### config.mk
export PLATFORM = sky130hd
export DESIGN_NAME = sprite_renderer
export DESIGN_NICKNAME = d
export VERILOG_FILES = /design/src/rtl/sprite_renderer.sv
export SDC_FILE = /design/constraint.sdc
export NUM_CORES = 1
export LEC_CHECK = 0
export CAP_MARGIN = 20
export CORE_MARGIN = 1.5
export CORE_UTILIZATION = 40
export CTS_CLUSTER_DIAMETER = 40
export DETAILED_ROUTE_END_ITERATION = 8
export GPL_TIMING_DRIVEN = 0
export PLACE_DENSITY_LB_ADDON = 0.05
export SETUP_SLACK_MARGIN = 0.02
export SKIP_CTS_REPAIR_TIMING = 1
export SLEW_MARGIN = 40
export SYNTH_ARGS = -nofsm -noshare
export SYNTH_HDL_FRONTEND = slang
export SYNTH_SLANG_ARGS = --single-unit
export TNS_END_PERCENT = 1
### constraint.sdc
create_clock -name clk -period 5.65 [get_ports clk]
set_clock_uncertainty 0.2 [all_clocks]
set_input_delay 0.8475 -clock clk [delete_from_list [all_inputs] [get_ports clk]]
set_output_delay 0.8475 -clock clk [all_outputs]
set_load 0.02 [all_outputs]
### src/rtl/sprite_renderer.sv
// Sprite renderer: erases the previous frame's sprites, then draws the new
// ones, one registered pixel per cycle, clipped to a 640x480 screen.
module sprite_renderer #(
  parameter logic [9:0] PLANE_X      = 10'd64,
  parameter logic [2:0] BG_COLOUR    = 3'b000,
  parameter logic [2:0] PLANE_COLOUR = 3'b111,
  parameter logic [2:0] LAVA_COLOUR  = 3'b100,
  parameter logic [2:0] MTN_COLOUR   = 3'b010
) (
  input  logic       clk,
  input  logic       resetn,
  input  logic       frame_tick,
  input  logic [9:0] plane_y,
  input  logic [9:0] lava_x,
  input  logic [9:0] lava_y,
  input  logic [9:0] mountain1_x,
  input  logic [9:0] mountain1_y,
  input  logic [9:0] mountain2_x,
  input  logic [9:0] mountain2_y,
  output logic [9:0] x,
  output logic [9:0] y,
  output logic [2:0] colour,
  output logic       plot,
  output logic       busy,
  output logic       done,
  output logic       overrun
);

  typedef enum logic [1:0] {
    IDLE, ERASE, DRAW, FIN
  } state_t;

  state_t state_q, state_d;

  logic [1:0] obj_q, obj_d;
  logic [3:0] dx_q, dx_d;
  logic [3:0] dy_q, dy_d;

  logic [9:0] n_py_q, n_lx_q, n_ly_q;
  logic [9:0] n_ax_q, n_ay_q, n_bx_q, n_by_q;
  logic [9:0] o_py_q, o_lx_q, o_ly_q;
  logic [9:0] o_ax_q, o_ay_q, o_bx_q, o_by_q;
  logic       valid_q;

  logic [9:0] x_q, y_q;
  logic [2:0] colour_q;
  logic       plot_q, busy_q, done_q, overrun_q;

  logic        erase;
  logic [9:0]  ox, oy;
  logic [3:0]  w_last, h_last;
  logic [2:0]  col;
  logic [10:0] px, py;
  logic        on_screen, last_px, last_obj;

  assign erase = (state_q == ERASE);

  // Object geometry: erase walks the old positions, draw the new ones.
  always_comb begin
    ox     = PLANE_X;
    oy     = erase ? o_py_q : n_py_q;
    w_last = 4'd15;
    h_last = 4'd7;
    col    = PLANE_COLOUR;
    unique case (obj_q)
      2'd0: begin
        ox     = PLANE_X;
        oy     = erase ? o_py_q : n_py_q;
        w_last = 4'd15;
        h_last = 4'd7;
        col    = PLANE_COLOUR;
      end
      2'd1: begin
        ox     = erase ? o_lx_q : n_lx_q;
        oy     = erase ? o_ly_q : n_ly_q;
        w_last = 4'd7;
        h_last = 4'd7;
        col    = LAVA_COLOUR;
      end
      2'd2: begin
        ox     = erase ? o_ax_q : n_ax_q;
        oy     = erase ? o_ay_q : n_ay_q;
        w_last = 4'd15;
        h_last = 4'd15;
        col    = MTN_COLOUR;
      end
      2'd3: begin
        ox     = erase ? o_bx_q : n_bx_q;
        oy     = erase ? o_by_q : n_by_q;
        w_last = 4'd15;
        h_last = 4'd15;
        col    = MTN_COLOUR;
      end
    endcase
    if (erase) col = BG_COLOUR;
  end

  assign px        = {1'b0, ox} + {7'd0, dx_q};
  assign py        = {1'b0, oy} + {7'd0, dy_q};
  assign on_screen = (px < 11'd640) && (py < 11'd480);
  assign last_px   = (dx_q == w_last) && (dy_q == h_last);
  assign last_obj  = (obj_q == 2'd3);

  always_comb begin
    state_d = state_q;
    obj_d   = obj_q;
    dx_d    = dx_q;
    dy_d    = dy_q;
    unique case (state_q)
      IDLE: begin
        if (frame_tick) begin
          state_d = valid_q ? ERASE : DRAW;
          obj_d   = 2'd0;
          dx_d    = 4'd0;
          dy_d    = 4'd0;
        end
      end
      ERASE, DRAW: begin
        if (last_px) begin
          dx_d = 4'd0;
          dy_d = 4'd0;
          if (last_obj) begin
            obj_d   = 2'd0;
            state_d = erase ? DRAW : FIN;
          end else begin
            obj_d = obj_q + 2'd1;
          end
        end else if (dx_q == w_last) begin
          dx_d = 4'd0;
          dy_d = dy_q + 4'd1;
        end else begin
          dx_d = dx_q + 4'd1;
        end
      end
      FIN: state_d = IDLE;
    endcase
  end

  always_ff @(posedge clk) begin
    if (!resetn) begin
      state_q   <= IDLE;
      obj_q     <= 2'd0;
      dx_q      <= 4'd0;
      dy_q      <= 4'd0;
      n_py_q    <= '0;
      n_lx_q    <= '0;
      n_ly_q    <= '0;
      n_ax_q    <= '0;
      n_ay_q    <= '0;
      n_bx_q    <= '0;
      n_by_q    <= '0;
      o_py_q    <= '0;
      o_lx_q    <= '0;
      o_ly_q    <= '0;
      o_ax_q    <= '0;
      o_ay_q    <= '0;
      o_bx_q    <= '0;
      o_by_q    <= '0;
      valid_q   <= 1'b0;
      x_q       <= '0;
      y_q       <= '0;
      colour_q  <= '0;
      plot_q    <= 1'b0;
      busy_q    <= 1'b0;
      done_q    <= 1'b0;
      overrun_q <= 1'b0;
    end else begin
      state_q   <= state_d;
      obj_q     <= obj_d;
      dx_q      <= dx_d;
      dy_q      <= dy_d;
      plot_q    <= 1'b0;
      done_q    <= (state_q == FIN);
      overrun_q <= frame_tick && (state_q != IDLE);
      if (state_q == IDLE && frame_tick) begin
        n_py_q <= plane_y;
        n_lx_q <= lava_x;
        n_ly_q <= lava_y;
        n_ax_q <= mountain1_x;
        n_ay_q <= mountain1_y;
        n_bx_q <= mountain2_x;
        n_by_q <= mountain2_y;
        busy_q <= 1'b1;
      end
      // Clipped pixels still take their cycle but leave x/y/colour as-is.
      if ((state_q == ERASE || state_q == DRAW) && on_screen) begin
        x_q      <= px[9:0];
        y_q      <= py[9:0];
        colour_q <= col;
        plot_q   <= 1'b1;
      end
      if (state_q == FIN) begin
        busy_q  <= 1'b0;
        valid_q <= 1'b1;
        o_py_q  <= n_py_q;
        o_lx_q  <= n_lx_q;
        o_ly_q  <= n_ly_q;
        o_ax_q  <= n_ax_q;
        o_ay_q  <= n_ay_q;
        o_bx_q  <= n_bx_q;
        o_by_q  <= n_by_q;
      end
    end
  end

  assign x       = x_q;
  assign y       = y_q;
  assign colour  = colour_q;
  assign plot    = plot_q;
  assign busy    = busy_q;
  assign done    = done_q;
  assign overrun = overrun_q;

endmodule

# After elaboration in Yosys (flattened, before gate mapping)
# Index checks and enable logic that the tools add are counted.
dict set report classes {
  n_lt_le_gt_ge 2
  n_reduce_logical 19
  n_bitwise 1
  n_mux 31
  n_eq_ne 12
  add_sub_neg 5
}
# cell n
set ops {}
lappend ops {{case mux 10 bit (4 select lines)} 2}
lappend ops {{two-way mux 10 bit} 7}
lappend ops {{case mux 4 bit (2 select lines)} 4}
lappend ops {{adder 10 x 4 -> 11 bit} 2}
lappend ops {{two-way mux 4 bit} 5}
lappend ops {{two-way mux 2 bit} 7}
lappend ops {{less-than comparator 11 x 10 -> 1 bit (second input constant)} 1}
lappend ops {{less-than comparator 11 x 9 -> 1 bit (second input constant)} 1}
lappend ops {{case mux 3 bit (3 select lines)} 1}
lappend ops {{AND reduction 3 bit} 3}
lappend ops {{adder 4 x 1 -> 4 bit (second input constant)} 2}
lappend ops {{== test 2 bit (second input constant)} 4}
lappend ops {{== test 4 bit} 2}
lappend ops {{OR reduction 2 bit} 4}
lappend ops {{inequality test 2 bit (second input constant)} 3}
lappend ops {{case mux 2 bit (3 select lines)} 1}
lappend ops {{logical AND 1 bit} 5}
lappend ops {{== test 2 x 1 -> 1 bit (second input constant)} 2}
lappend ops {{zero test 2 bit} 2}
lappend ops {{case mux 2 bit (2 select lines)} 1}
lappend ops {{nonzero test 2 bit} 2}
lappend ops {{two-way mux 3 bit} 1}
lappend ops {{inequality test 3 bit (second input constant)} 1}
lappend ops {{OR reduction 3 bit} 1}
lappend ops {{5 further kinds} 6}
dict set report totals {
  out_inout_bits 27
  reg_bits 180
}

# Logic depth before layout (Yosys ltp)
# Gate-level depths: netlist of run 1.
dict set report depth {
  word_depth 8
  mapped_depth 21
  mapped_depth_nobuf 16
}

# Worst setup path after synthesis of run 1
# Ideal clock, no wire load.
dict set report synth_path {
  kind {reg-to-reg}
  start {register obj_q[0]}
  end {register colour_q[1], in the netlist colour[1]}
  setup_slack_ns 1.007
  arrival_ns 4.372
  stages_incl_launch_ff 21
  t_required_ns 5.379
  path_cell_list {dfxtp_1 inv_1 ha_1 buf_6 buf_6 clkbuf_1 clkbuf_1 a222oi_1 nand2_1 and3_1 ha_1 fa_1 a21o_1 a21o_1 nand3_1 nand4_1 nor4b_1 or4_1 buf_2 or4_1 a21oi_1}
}
dict set report synth_between {
  elab_chain_cells 6
}
# item line
set synth_rtl {}
lappend synth_rtl {{from (decl)} 35} ;# logic [1:0] obj_q, obj_d;
lappend synth_rtl {{from (signal assigned)} 169} ;# obj_q <= obj_d;
lappend synth_rtl {{== test 2 bit (tied with other cells)} 65} ;# unique case (obj_q)
lappend synth_rtl {{case mux 10 bit (4 select lines)} 65}
lappend synth_rtl {{adder 10 x 4 -> 11 bit (on tied branches)} {98, 99}}
lappend synth_rtl {{less-than comparator 11 x 10 -> 1 bit or less-than comparator 11 x 9 -> 1 bit (tied branches)} 100} ;# assign on_screen = (px < 11'd640) && (py < 11'd480);
lappend synth_rtl {{logical AND 1 bit} 100}
lappend synth_rtl {{logical AND 1 bit} 186} ;# if ((state_q == ERASE || state_q == DRAW) && on_screen) begin
lappend synth_rtl {{to (signal assigned)} 189} ;# colour_q <= col;
lappend synth_rtl {{to (decl)} 46} ;# logic [2:0] colour_q;
# Parallel ways exist; a longest one is shown, timed or not.
# A chain may end at the register's enable or synchronous reset.

# Worst setup path after layout of run 1
# Same ends and word-level chain as after synthesis.

==> flow_metrics.tcl, run 1 <==
set metrics [dict create \
    cap_violations 0 \
    cts_root_buf "clkbuf_16" \
    fin_util_pct 50.91 \
    grt_pass1_wl_um 39730 \
    ant_nets 0 \
    ys_seq_area_share_pct 42.93 \
    layout_commonest_cell "nand2_1" \
    row_count 52 \
    crit_chain "inv_1 -> ha_1 -> buf_6 -> buf_6 -> clkbuf_1 -> clkbuf_4 -> a222oi_1 -> nand2_1 -> and3_1 -> ha_1 -> fa_1 -> a21o_1 -> a21o_1 -> nand3_1 -> nand4_1 -> nor4b_1 -> or4_1 -> buf_2 -> or4_1 -> a21oi_1" \
    gp_congestion 0.8819 \
    die_h_um 147.9 \
    tritoncts.num_buffers 17 \
    grt_pass1_vias 6943 \
    drt_iter0_drc 629 \
    arrival_ps 5560 \
    grt_use_total_pct 23.81 \
    post-route-period-util_pct 95.69 \
    clk_latency_ps 430 \
    most-common-layout-cells "nand2_1, dfxtp_1, clkdlybuf4s50_1" \
    met3_usage_pct 3.056 \
    crit_type "register to register" \
    setup_violations 0 \
    status "completed" \
    hold_violations 0 \
    grt_max_degree 18 \
    ctsHtreeMaxLevel 4 \
    startpoint_type "register" \
    place_ws_ps -57.58 \
    core-area_um2 20430 \
    slowest_stage "or4_1" \
    cp_slowest_stage_delay_ps 550 \
    syn_avg_cell_area_um2 8.891 \
    critPathRequiredTime_ps 5810 \
    yosys.area.top_type "dfxtp_1" \
    drtPass1Iterations 5 \
    start_util_pct 41.08 \
    rsz0062_at_grt "yes" \
    io_pins 100 \
    die_w_um 147.9 \
    grtUsageMet1_pct 33.39 \
    synth-seq-cells 180 \
    synth_area_leaders "dfxtp_1, mux2i_1, nand2_1" \
    synth_edf_count 0 \
    whs_ps 229.6 \
    drv_slew 0 \
    n_antenna_cell 0 \
    path_clk_slew_ps 70 \
    use_met2_pct 37.24 \
    setup_ws_ps 243.4 \
    avgRoutedWirePerCell_um 18.72 \
    synth_top_area_share_pct 42.93 \
    syn-num-nets 1039 \
    port_buffers 98 \
    synth-async-reset-ratio_pct 0 \
    dp.cells 1312 \
    wl_um 25190 \
    synthesis.instances 944 \
    yosysWarnings 0 \
    drt-vias-per-instance 5.364 \
    cts.sinks 180 \
    nets 1158 \
    final.min_clock_period_ps 5407 \
    cp_max_fo 10 \
    dp_hpwl_um 18980 \
    syn_area_um2 8393 \
    remaining_drc_errors 0 \
    clockBufferDepth 2 \
    end_kind "register" \
    antenna_found_initial 0 \
    vias 7220 \
    final_cell_count_no_fill 1346 \
    grt-ovfl-total 0 \
    yosys.cell_types.count 58 \
    area_growth_pct 23.91 \
    cellPowerDensity_nw_per_um2 429.0 \
    dieArea_um2 21860 \
    cts_tree "built" \
    peakVddDrop_mv 0.1941 \
    hp-class "register to register" \
    synth_flop_cell "dfxtp_1" \
    p_leak_nw 3.860 \
    gr-max-usage-layer "met2" \
    slew_headroom_pct 42.31 \
    fill_cells 2062 \
    fmax_ghz 0.1850 \
    worstMarginPinSlew_ps 865.3 \
    final_layout_size_suffix_gt1_share_pct 7.249 \
]
-- registers in the layout (all words and copies together) (netlist names), 10 cells and up --
name    flops
n_ay_q     10
n_ly_q     10
o_ax_q     10
o_by_q     10
x          10
o_bx_q     10
n_by_q     10
o_ay_q     10
o_ly_q     10
n_ax_q     10
n_py_q     10
n_lx_q     10
o_py_q     10
y          10
o_lx_q     10
n_bx_q     10
-- report_power, final --
group          internal [W]  switching, W  leakage [nW]
logic              0.000614      0.000990          2.08
clock network      0.000756      0.000548         0.313
registers           0.00143      0.000128          1.46
total               0.00280       0.00167          3.86
-- per-stage QoR --
step | TNS, ps | instance area [um^2] | total power, W
global placement | -1410 | 9712 | 0.003150
finish | 0 | 10400 | 0.004461
global route | -39.73 | 10400 | 0.004716
floorplan | 0 | 8393 | 0.002597
CTS | -460.0 | 10360 | 0.004454
detailed placement | -267.7 | 9721 | 0.003154
-- routing by layer --
layer	routed length, um	share of wire (%)	vias up
met5	0	0	-
met4	705	2.8	0
met3	1192	4.7	37
met2	11170	44	208
met1	12130	48	3415
li1	-	-	3560
-- cells in the mapped netlist, types with 6 or more instances --
cell type    n
clkbuf_1    45
buf_1       10
nor2_1      41
nor2b_1     55
a21boi_0     7
a21o_1       9
and2_1       6
buf_2        7
a211oi_1    10
buf_6        6
and3_1      10
xor2_1       6
ha_1        20
a222oi_1    29
mux2i_1     87
a21oi_1     90
inv_1       19
nand2_1    186
o21ai_0     14
mux2_2       7
dfxtp_1    180
a22oi_1     12
nand3_1     18
xnor2_1     10
-- worst max-delay path: cells and delay by family (launching register included) --
kind	cells	cell delay, ps
AND/OR/NAND/NOR	7	1710
flip-flops	1	480
adder cells (fa/ha/maj)	3	860
buffers and inverters	6	1140
AO/OA/AOI/OAI	4	920
-- final cells by class --
type | instances | area (um^2) | area share, %
Multi-Input combinational cell | 674 | 4405 | 42.36
Clock inverter | 15 | 216.5 | 2.081
Buffer | 69 | 335.3 | 3.224
Inverter | 21 | 78.83 | 0.7579
Clock buffer | 17 | 425.4 | 4.090
Sequential cell | 180 | 3605 | 34.66
Timing Repair Buffer | 100 | 996.0 | 9.576
Tap cell | 270 | 337.8 | 3.248
-- final timing paths --
path / end / cells after the start / slack [ps] / startpoint
max: colour[1]$_SDFFE_PN0P_ / 20 / 240 / obj_q[0]$_SDFFE_PN0P_
min: y[9]$_SDFFE_PN0P_ / 2 / 230 / y[9]$_SDFFE_PN0P_
max reg2reg: colour[1]$_SDFFE_PN0P_ / 20 / 240 / obj_q[0]$_SDFFE_PN0P_
min reg2reg: y[9]$_SDFFE_PN0P_ / 2 / 230 / y[9]$_SDFFE_PN0P_
-- cells by family after synthesis --
group           count (synthesis)  synth area share, %
simple gates                  334                18.11
compound gates                201                16.23
flops                         180                42.93
mux                           101                12.88
buf+inv                        90                4.711
fa+ha+maj                      22                3.459
xor+xnor                       16                1.670
Power figures use the tool's default switching activity.
==> run 2, diff against run 1 <==
--- a/config.mk
+++ b/config.mk
@@ -8,7 +8,6 @@
 export CAP_MARGIN = 20
 export CORE_MARGIN = 1.5
 export CORE_UTILIZATION = 40
-export CTS_CLUSTER_DIAMETER = 40
 export DETAILED_ROUTE_END_ITERATION = 8
 export GPL_TIMING_DRIVEN = 0
 export PLACE_DENSITY_LB_ADDON = 0.05
==> results of run 2 <==
No change in the layout: final DEF, timing and power equal those of run 1.
